--- src/rtl/shift_sequencer.sv ---
// Multi-cycle shifter: latches operand/amount/op, applies 2-bit then 1-bit steps until the amount is consumed.
// Latency: done pulses ceil(Cnt/2)+1 cycles after the start cycle (Cnt=0 -> next cycle); Out registered on DONE entry.
// Backpressure: start is ignored while busy; a start in the done cycle is accepted with no bubble.
// Build option: define SHIFT_SEQ_ROTATE_EN to enable rotate-right on Op=11 (otherwise Op=11 behaves as SRL).
module shift_sequencer #(
    parameter int WIDTH = 16,
    parameter int CNT_W = 4
) (
    input  logic             clk,
    input  logic             rst,
    input  logic             start,
    input  logic [WIDTH-1:0] In,
    input  logic [CNT_W-1:0] Cnt,
    input  logic [1:0]       Op,
    output logic [WIDTH-1:0] Out,
    output logic             busy,
    output logic             done
);

    localparam logic [1:0] OP_SLL = 2'b00;
    localparam logic [1:0] OP_SRL = 2'b01;
    localparam logic [1:0] OP_SRA = 2'b10;
`ifdef SHIFT_SEQ_ROTATE_EN
    localparam logic [1:0] OP_ROR = 2'b11;
`endif

    typedef enum logic [1:0] {
        S_IDLE  = 2'b00,
        S_SHIFT = 2'b01,
        S_DONE  = 2'b10
    } state_t;

    state_t           state_q;
    state_t           state_nxt;
    logic [WIDTH-1:0] acc_q;
    logic [WIDTH-1:0] acc_nxt;
    logic [WIDTH-1:0] acc_step;
    logic [CNT_W-1:0] rem_q;
    logic [CNT_W-1:0] rem_nxt;
    logic [CNT_W-1:0] step_amt;
    logic [1:0]       op_q;
    logic             sign_q;
    logic             accept;
    logic             two_step;

    // A request is taken whenever no shift is in flight (IDLE or the done cycle)
    assign accept   = start && (state_q != S_SHIFT);
    assign two_step = (rem_q >= CNT_W'(2));
    assign step_amt = two_step ? CNT_W'(2) : CNT_W'(1);

    // State register
    always_ff @(posedge clk) begin
        if (rst) begin
            state_q <= S_IDLE;
        end else begin
            state_q <= state_nxt;
        end
    end

    // Next-state logic: zero-amount requests go straight to DONE
    always_comb begin
        state_nxt = state_q;
        case (state_q)
            S_IDLE, S_DONE: begin
                if (accept) begin
                    state_nxt = (Cnt == '0) ? S_DONE : S_SHIFT;
                end else begin
                    state_nxt = S_IDLE;
                end
            end
            S_SHIFT: begin
                state_nxt = (rem_nxt == '0) ? S_DONE : S_SHIFT;
            end
            default: state_nxt = S_IDLE;
        endcase
    end

    // Output decode: busy only while stepping, done only in the single DONE cycle
    always_comb begin
        busy = (state_q == S_SHIFT);
        done = (state_q == S_DONE);
    end

    // One shift step of the accumulator; SRA fills from the sign captured at start
    always_comb begin
        acc_step = acc_q;
        case (op_q)
            OP_SLL: acc_step = two_step ? {acc_q[WIDTH-3:0], 2'b00}
                                        : {acc_q[WIDTH-2:0], 1'b0};
            OP_SRL: acc_step = two_step ? {2'b00, acc_q[WIDTH-1:2]}
                                        : {1'b0, acc_q[WIDTH-1:1]};
            OP_SRA: acc_step = two_step ? {{2{sign_q}}, acc_q[WIDTH-1:2]}
                                        : {sign_q, acc_q[WIDTH-1:1]};
`ifdef SHIFT_SEQ_ROTATE_EN
            OP_ROR: acc_step = two_step ? {acc_q[1:0], acc_q[WIDTH-1:2]}
                                        : {acc_q[0], acc_q[WIDTH-1:1]};
`endif
            // Op=11 without the rotate option falls back to a logical right shift
            default: acc_step = two_step ? {2'b00, acc_q[WIDTH-1:2]}
                                         : {1'b0, acc_q[WIDTH-1:1]};
        endcase
    end

    // Next accumulator and remaining count: load on accept, step while shifting, else hold
    always_comb begin
        acc_nxt = acc_q;
        rem_nxt = rem_q;
        if (accept) begin
            acc_nxt = In;
            rem_nxt = Cnt;
        end else if (state_q == S_SHIFT) begin
            acc_nxt = acc_step;
            rem_nxt = rem_q - step_amt;
        end
    end

    // Operand/amount/op storage; inputs are only looked at on an accepted start
    always_ff @(posedge clk) begin
        if (rst) begin
            acc_q  <= '0;
            rem_q  <= '0;
            op_q   <= OP_SLL;
            sign_q <= 1'b0;
        end else begin
            acc_q <= acc_nxt;
            rem_q <= rem_nxt;
            if (accept) begin
                op_q   <= Op;
                sign_q <= In[WIDTH-1];
            end
        end
    end

    // Result register: written only on entry to DONE so intermediate steps never show
    always_ff @(posedge clk) begin
        if (rst) begin
            Out <= '0;
        end else if (state_nxt == S_DONE) begin
            Out <= acc_nxt;
        end
    end

endmodule

--- config.mk ---
export PLATFORM = sky130hd
export DESIGN_NAME = shift_sequencer
export DESIGN_NICKNAME = d
export VERILOG_FILES = /design/src/rtl/shift_sequencer.sv
export SDC_FILE = /design/constraint.sdc
export NUM_CORES = 1
export LEC_CHECK = 0
export BUFFER_PORTS_ARGS = -buffer_cell sky130_fd_sc_hd__buf_2
export CAP_MARGIN = 30
export CORE_MARGIN = 2
export CORE_UTILIZATION = 59
export DETAILED_ROUTE_END_ITERATION = 6
export GPL_TIMING_DRIVEN = 0
export PLACE_DENSITY = 0.9
export SYNTH_ARGS = -nofsm -noshare
export SYNTH_HDL_FRONTEND = slang
export SYNTH_SLANG_ARGS = --single-unit
--- constraint.sdc ---
create_clock -name clk -period 3.9 [get_ports clk]
set_input_delay 0.195 -clock clk [delete_from_list [all_inputs] [get_ports clk]]
set_output_delay 0.195 -clock clk [all_outputs]
set_load 0.02 [all_outputs]
# [Yosys cells after proc, flatten, opt, wreduce, memory -nomap -nowiden]
# Cells that the tools add are included.
[classes] add_sub_neg=1 n_mul=0 n_div=0 order_cmp=1 n_eq_ne=5 shift=0 n_mux=13 bitwise=0 n_reduce_logical=6
[op_table] cell="two-way mux 16 bit" count=3
[op_table] cell="one-hot mux 16 bit (2 select lines)" count=1
[op_table] cell="two-way mux 15 bit" count=2
[op_table] cell="logical NOT 4 bit" count=2
[op_table] cell="two-way mux 2 bit" count=4
[op_table] cell="two-way mux 4 bit" count=2
[op_table] cell="== test 2 bit (second input constant)" count=3
[op_table] cell="greater-or-equal comparator 4 x 2 -> 1 bit (second input constant)" count=1
[op_table] cell="logical NOT 2 bit" count=2
[op_table] cell="one-hot mux 2 bit (2 select lines)" count=1
[op_table] cell="subtractor 4 x 2 -> 4 bit" count=1
[op_table] cell="== test 2 x 1 -> 1 bit (second input constant)" count=1
[op_table] cell="inequality test 2 x 1 -> 1 bit (second input constant)" count=1
[op_table] cell="OR reduction 2 bit" count=1
[op_table] cell="logical AND 1 bit" count=1
[word_totals] ff_bits=41 latch_bits=0 ramBits=0 rom_bits=0 input_bits=25 elab_cells=32 mem_count=0

# [Logic depth before layout (Yosys ltp)]
[depth] word_depth=9 depth_mapped=11 depth_no_buf=8

# [Least setup slack after synthesis]
# OpenSTA, ideal clock, no wires.
[synth_timing] path_kind="register to register" from="register rem_q[3]" to="register Out[0]" setup_time_ns=0.121 t_arrival_ns=2.508 required_ns=3.779 slack_ns=1.271 stages_incl_launch_ff=11 path_buffers=2 period_less_slack_ns=2.629 path_cell_list="dfxtp_1 -> buf_6 -> nor3_4 -> inv_2 -> buf_2 -> fa_1 -> nand2_1 -> a211o_1 -> a21oi_2 -> or2_4 -> mux2_2"
[synth_between] elab_chain_cells=9 elab_cells_between_ends=14 cone_classes="1 x add/sub; 1 x order compare; 1 x eq/ne; 10 x mux; 1 x reduce/logical"
[synth_rtl] item="from (decl)" line_no="38" source="logic [CNT_W-1:0] rem_q;"
[synth_rtl] item="from (signal assigned)" line_no="126" source="rem_q <= rem_nxt;"
[synth_rtl] item="greater-or-equal comparator 4 x 2 -> 1 bit" line_no="48" source="assign two_step = (rem_q >= CNT_W'(2));"
[synth_rtl] item="two-way mux 2 bit" line_no="49" source="assign step_amt = two_step ? CNT_W'(2) : CNT_W'(1);"
[synth_rtl] item="subtractor 4 x 2 -> 4 bit" line_no="113" source="rem_nxt = rem_q - step_amt;"
[synth_rtl] item="two-way mux 4 bit" line_no="111" source="end else if (state_q == S_SHIFT) begin"
[synth_rtl] item="two-way mux 4 bit" line_no="108" source="if (accept) begin"
[synth_rtl] item="logical NOT 4 bit" line_no="72" source="state_nxt = (rem_nxt == '0) ? S_DONE : S_SHIFT;"
[synth_rtl] item="two-way mux 2 bit" line_no="72"
[synth_rtl] item="one-hot mux 2 bit (2 select lines)" line_no="63" source="case (state_q)"
[synth_rtl] item="== test 2 bit" line_no="138" source="end else if (state_nxt == S_DONE) begin"
[synth_rtl] item="to (signal assigned)" line_no="139" source="Out <= acc_nxt;"
[synth_rtl] item="to (decl)" line_no="15" source="output logic [WIDTH-1:0] Out,"
# Several ways; a longest one is shown, not always the timed one.
# A chain may end at the register's enable or synchronous reset.

# [Worst setup path in the final report]
[layout_timing] from="register rem_q[3]" to="register Out[15]"
# Same word-level chain as after synthesis.

==> impl_metrics.toml <==
[pwr]
swShare_pct = 35.36
pwr-share-clk_pct = 24.0
p_leak_nw = 1.112
p_switching_w = 0.0004128
peakVddDrop_mv = 0.3245
p_comb_share_pct = 33.7
cellPowerDensity_mw_per_mm2 = 455.5
internal-power_w = 0.0007545
power.share.sequential_pct = 42.3

[floorplan]
initial_core_util_pct = 60.98
core-area_sq_mm = 0.003633
rows = 22
fp.dieW_um = 65.29
dieArea_sq_mm = 0.004262
dieHeight_um = 65.29
boundaryPins = 43

[clock_tree]
clkTransAtPathRegs_ns = 0.07
root_buffer = "clkbuf_8"
h-tree-depth = 2
clockBufferDepth = 2
cts.sinks = 41
cts-buffers-inserted = 5
post_cts_buffers = 0
cts_tree = "yes"
ctsHoldBuffers = 0
clk_latency_ns = 0.29
cts_resized = 0

[layout]
instances_no_fill = 355
syn_to_final_growth_pct = 15.64
n_fill_cell = 308
stdcell_area_sq_mm = 0.002562
antennaDiodeCount = 0
drive_gt1_share_pct = 23.78
ff_latch_area_sq_um = 820.8
nNetsFinal = 335
multi_input_area_sq_mm = 0.001252
utilization_pct = 70.52

[detailed_routing]
wl_met3_um = 447
firstDrtPassIters = 5
routed-via-count = 2166
wl_per_cell_um = 16.05
wl_met2_um = 2805
routed_wl_um = 5697
avgViaCountPerCell = 6.101
met1Wirelength_um = 2365
drt_iter0_drc = 190
drc = 0
ant_nets = 0
highest_layer = "met4"

[setup_path]
path_max_fanout = 11
start_kind = "flip-flop"
worst_ep_required_time_ns = 4.09
endpoint_kind = "flip-flop"
critical_path_class = "reg2reg"
arrival_ns = 3.21

[synthesis]
synth_top_area_share_pct = 37.04
syn_nets = 288
synth.area.top_cells = "dfxtp_1 (37%), mux2i_1 (8.1%), a21oi_1 (5.2%)"
yosysWarnings = 0
synth_top_area_cell = "dfxtp_1"
synth-seq-cells = 41
synth_commonest_cells = "dfxtp_1 (41), nand2_1 (26), nor2_1 (26)"
synth_area_sq_mm = 0.002216
synth_cells = 260
ys_seq_area_share_pct = 37.04
async_flop_share_pct = 0
ys.flop_type = "dfxtp_1"
synth.most_common_cell = "dfxtp_1"
synth_area_per_cell_sq_um = 8.523
synth_edf_count = 0
ys_types = 47

[grt]
grt_max_degree = 12
first_global_vias = 1983
grt-ovfl-total = 0
track_usage_pct = 27.98
antenna_found_initial = 0
grt_pass1_wl_um = 9142

[timing]
tightest_slew_ns = 0.5463
final-setup-viol-count = 0
tns_ns = 0
period_needed_ns = 3.027
period_share_pct = 77.61
fin_skew_ns = 0.002386
rsz0062_at_grt = "no"
slew_viol_final = 0
maxSlewHeadroom_pct = 63.46
hold_violations = 0
fmax_ghz = 0.3304

[run]
max_cap_violations = 0

[placement]
dp_cells = 348
placed_area_sq_mm = 0.002476
port_buffers = 40
routabilityCongestion = 0.8859
dp_hpwl_um = 4125

[hold_path]
hold_path.class = "in2reg"

[run_status]
status = "completed"
[worst max-delay path, stage by stage (launching register included)]
cell	delay (ns)
dfxtp_1	0.31
buf_6	0.13
nor3_4	0.47
inv_2	0.13
buf_2	0.22
fa_1	0.53
nand2_1	0.09
a211o_1	0.25
a21oi_2	0.26
or2_4	0.20
mux2_2	0.33
[per-stage QoR]
step	hold slack (ns)	total power (W)	setup WS (ns)
after floorplan	0.3425	0.0007907	1.271
after global placement	0.4416	0.0008738	0.9655
after detailed placement	0.4429	0.0008866	0.9381
after CTS	0.1522	0.001162	0.9155
after global routing	0.1489	0.001233	0.7700
final	0.1498	0.001167	0.8730
[cells by family (layout without fill, tap and decap cells)]
logic type	Yosys count	count (layout)	share of synthesized area (%)
and+or+nand+nor	82	82	17.96
AOI/OAI and AO/OA	81	81	24.90
DFF	41	41	37.04
buffers and inverters	28	75	6.437
muxes	23	23	10.84
adders and majority gates	3	3	2.033
xor gates and xnor gates	2	2	0.7907
[routing by layer]
metal,vias to the layer above,GRT usage [%]
li1,1033,-
met1,998,34.96
met2,124,46.81
met3,11,6.336
met4,0,10.94
met5,-,0
[sequential cells by signal (all words and copies together), names as in the netlist]
name     count
Out         16
acc_q       16
op_q         2
rem_q        4
sign_q       1
state_q      2
[path summary, 6_finish.rpt]
path              startpoint      end  slack (ns)  cells after the start
setup / recovery    rem_q[3]  Out[15]        0.87                     10
hold / removal         Op[1]  op_q[1]        0.15                      3
setup reg to reg    rem_q[3]  Out[15]        0.87                     10
hold reg to reg       Out[6]   Out[6]        0.47                      1
[final cells by class]
type                            count  area share (%)
Buffer                             21           4.541
Clock buffer                        7           3.369
Inverter                            7           1.025
Multi-Input combinational cell    191           48.88
Sequential cell                    41           32.03
Tap cell                           48           2.344
Timing Repair Buffer               40           7.812
[layout by cell type (no fill, tap or decap), types with 2 or more instances in the layout]
master     Yosys  layout
a211oi_1       2       2
a21oi_1       23      23
a31oi_1        5       5
a32oi_1        8       8
and2_1         2       2
buf_2          9      49
buf_6          3       3
clkbuf_1       8       9
clkbuf_8       0       6
dfxtp_1       41      41
ha_1           2       2
inv_1          5       5
inv_2          2       2
mux2_2         3       3
mux2i_1       18      18
nand2_1       26      26
nand2b_1       2       2
nand3_1       13      13
nor2_1        26      26
nor2b_1        4       4
nor3_1         2       2
o211a_1        2       2
o21ai_0       17      17
o2bb2ai_1     11      11
o31ai_1        2       2
xnor2_1        2       2
[power by group through the flow]
| stage | clock (W) | combinational (W) | sequential, W |
|---|---|---|---|
| floorplan | 0 | 0.000291 | 0.000500 |
| global placement | 0 | 0.000374 | 0.000499 |
| detailed placement | 0 | 0.000385 | 0.000501 |
| CTS | 0.000283 | 0.000388 | 0.000492 |
| global route | 0.000304 | 0.000433 | 0.000497 |
| finish | 0.000281 | 0.000393 | 0.000493 |
(Power assumes the default switching activity.)
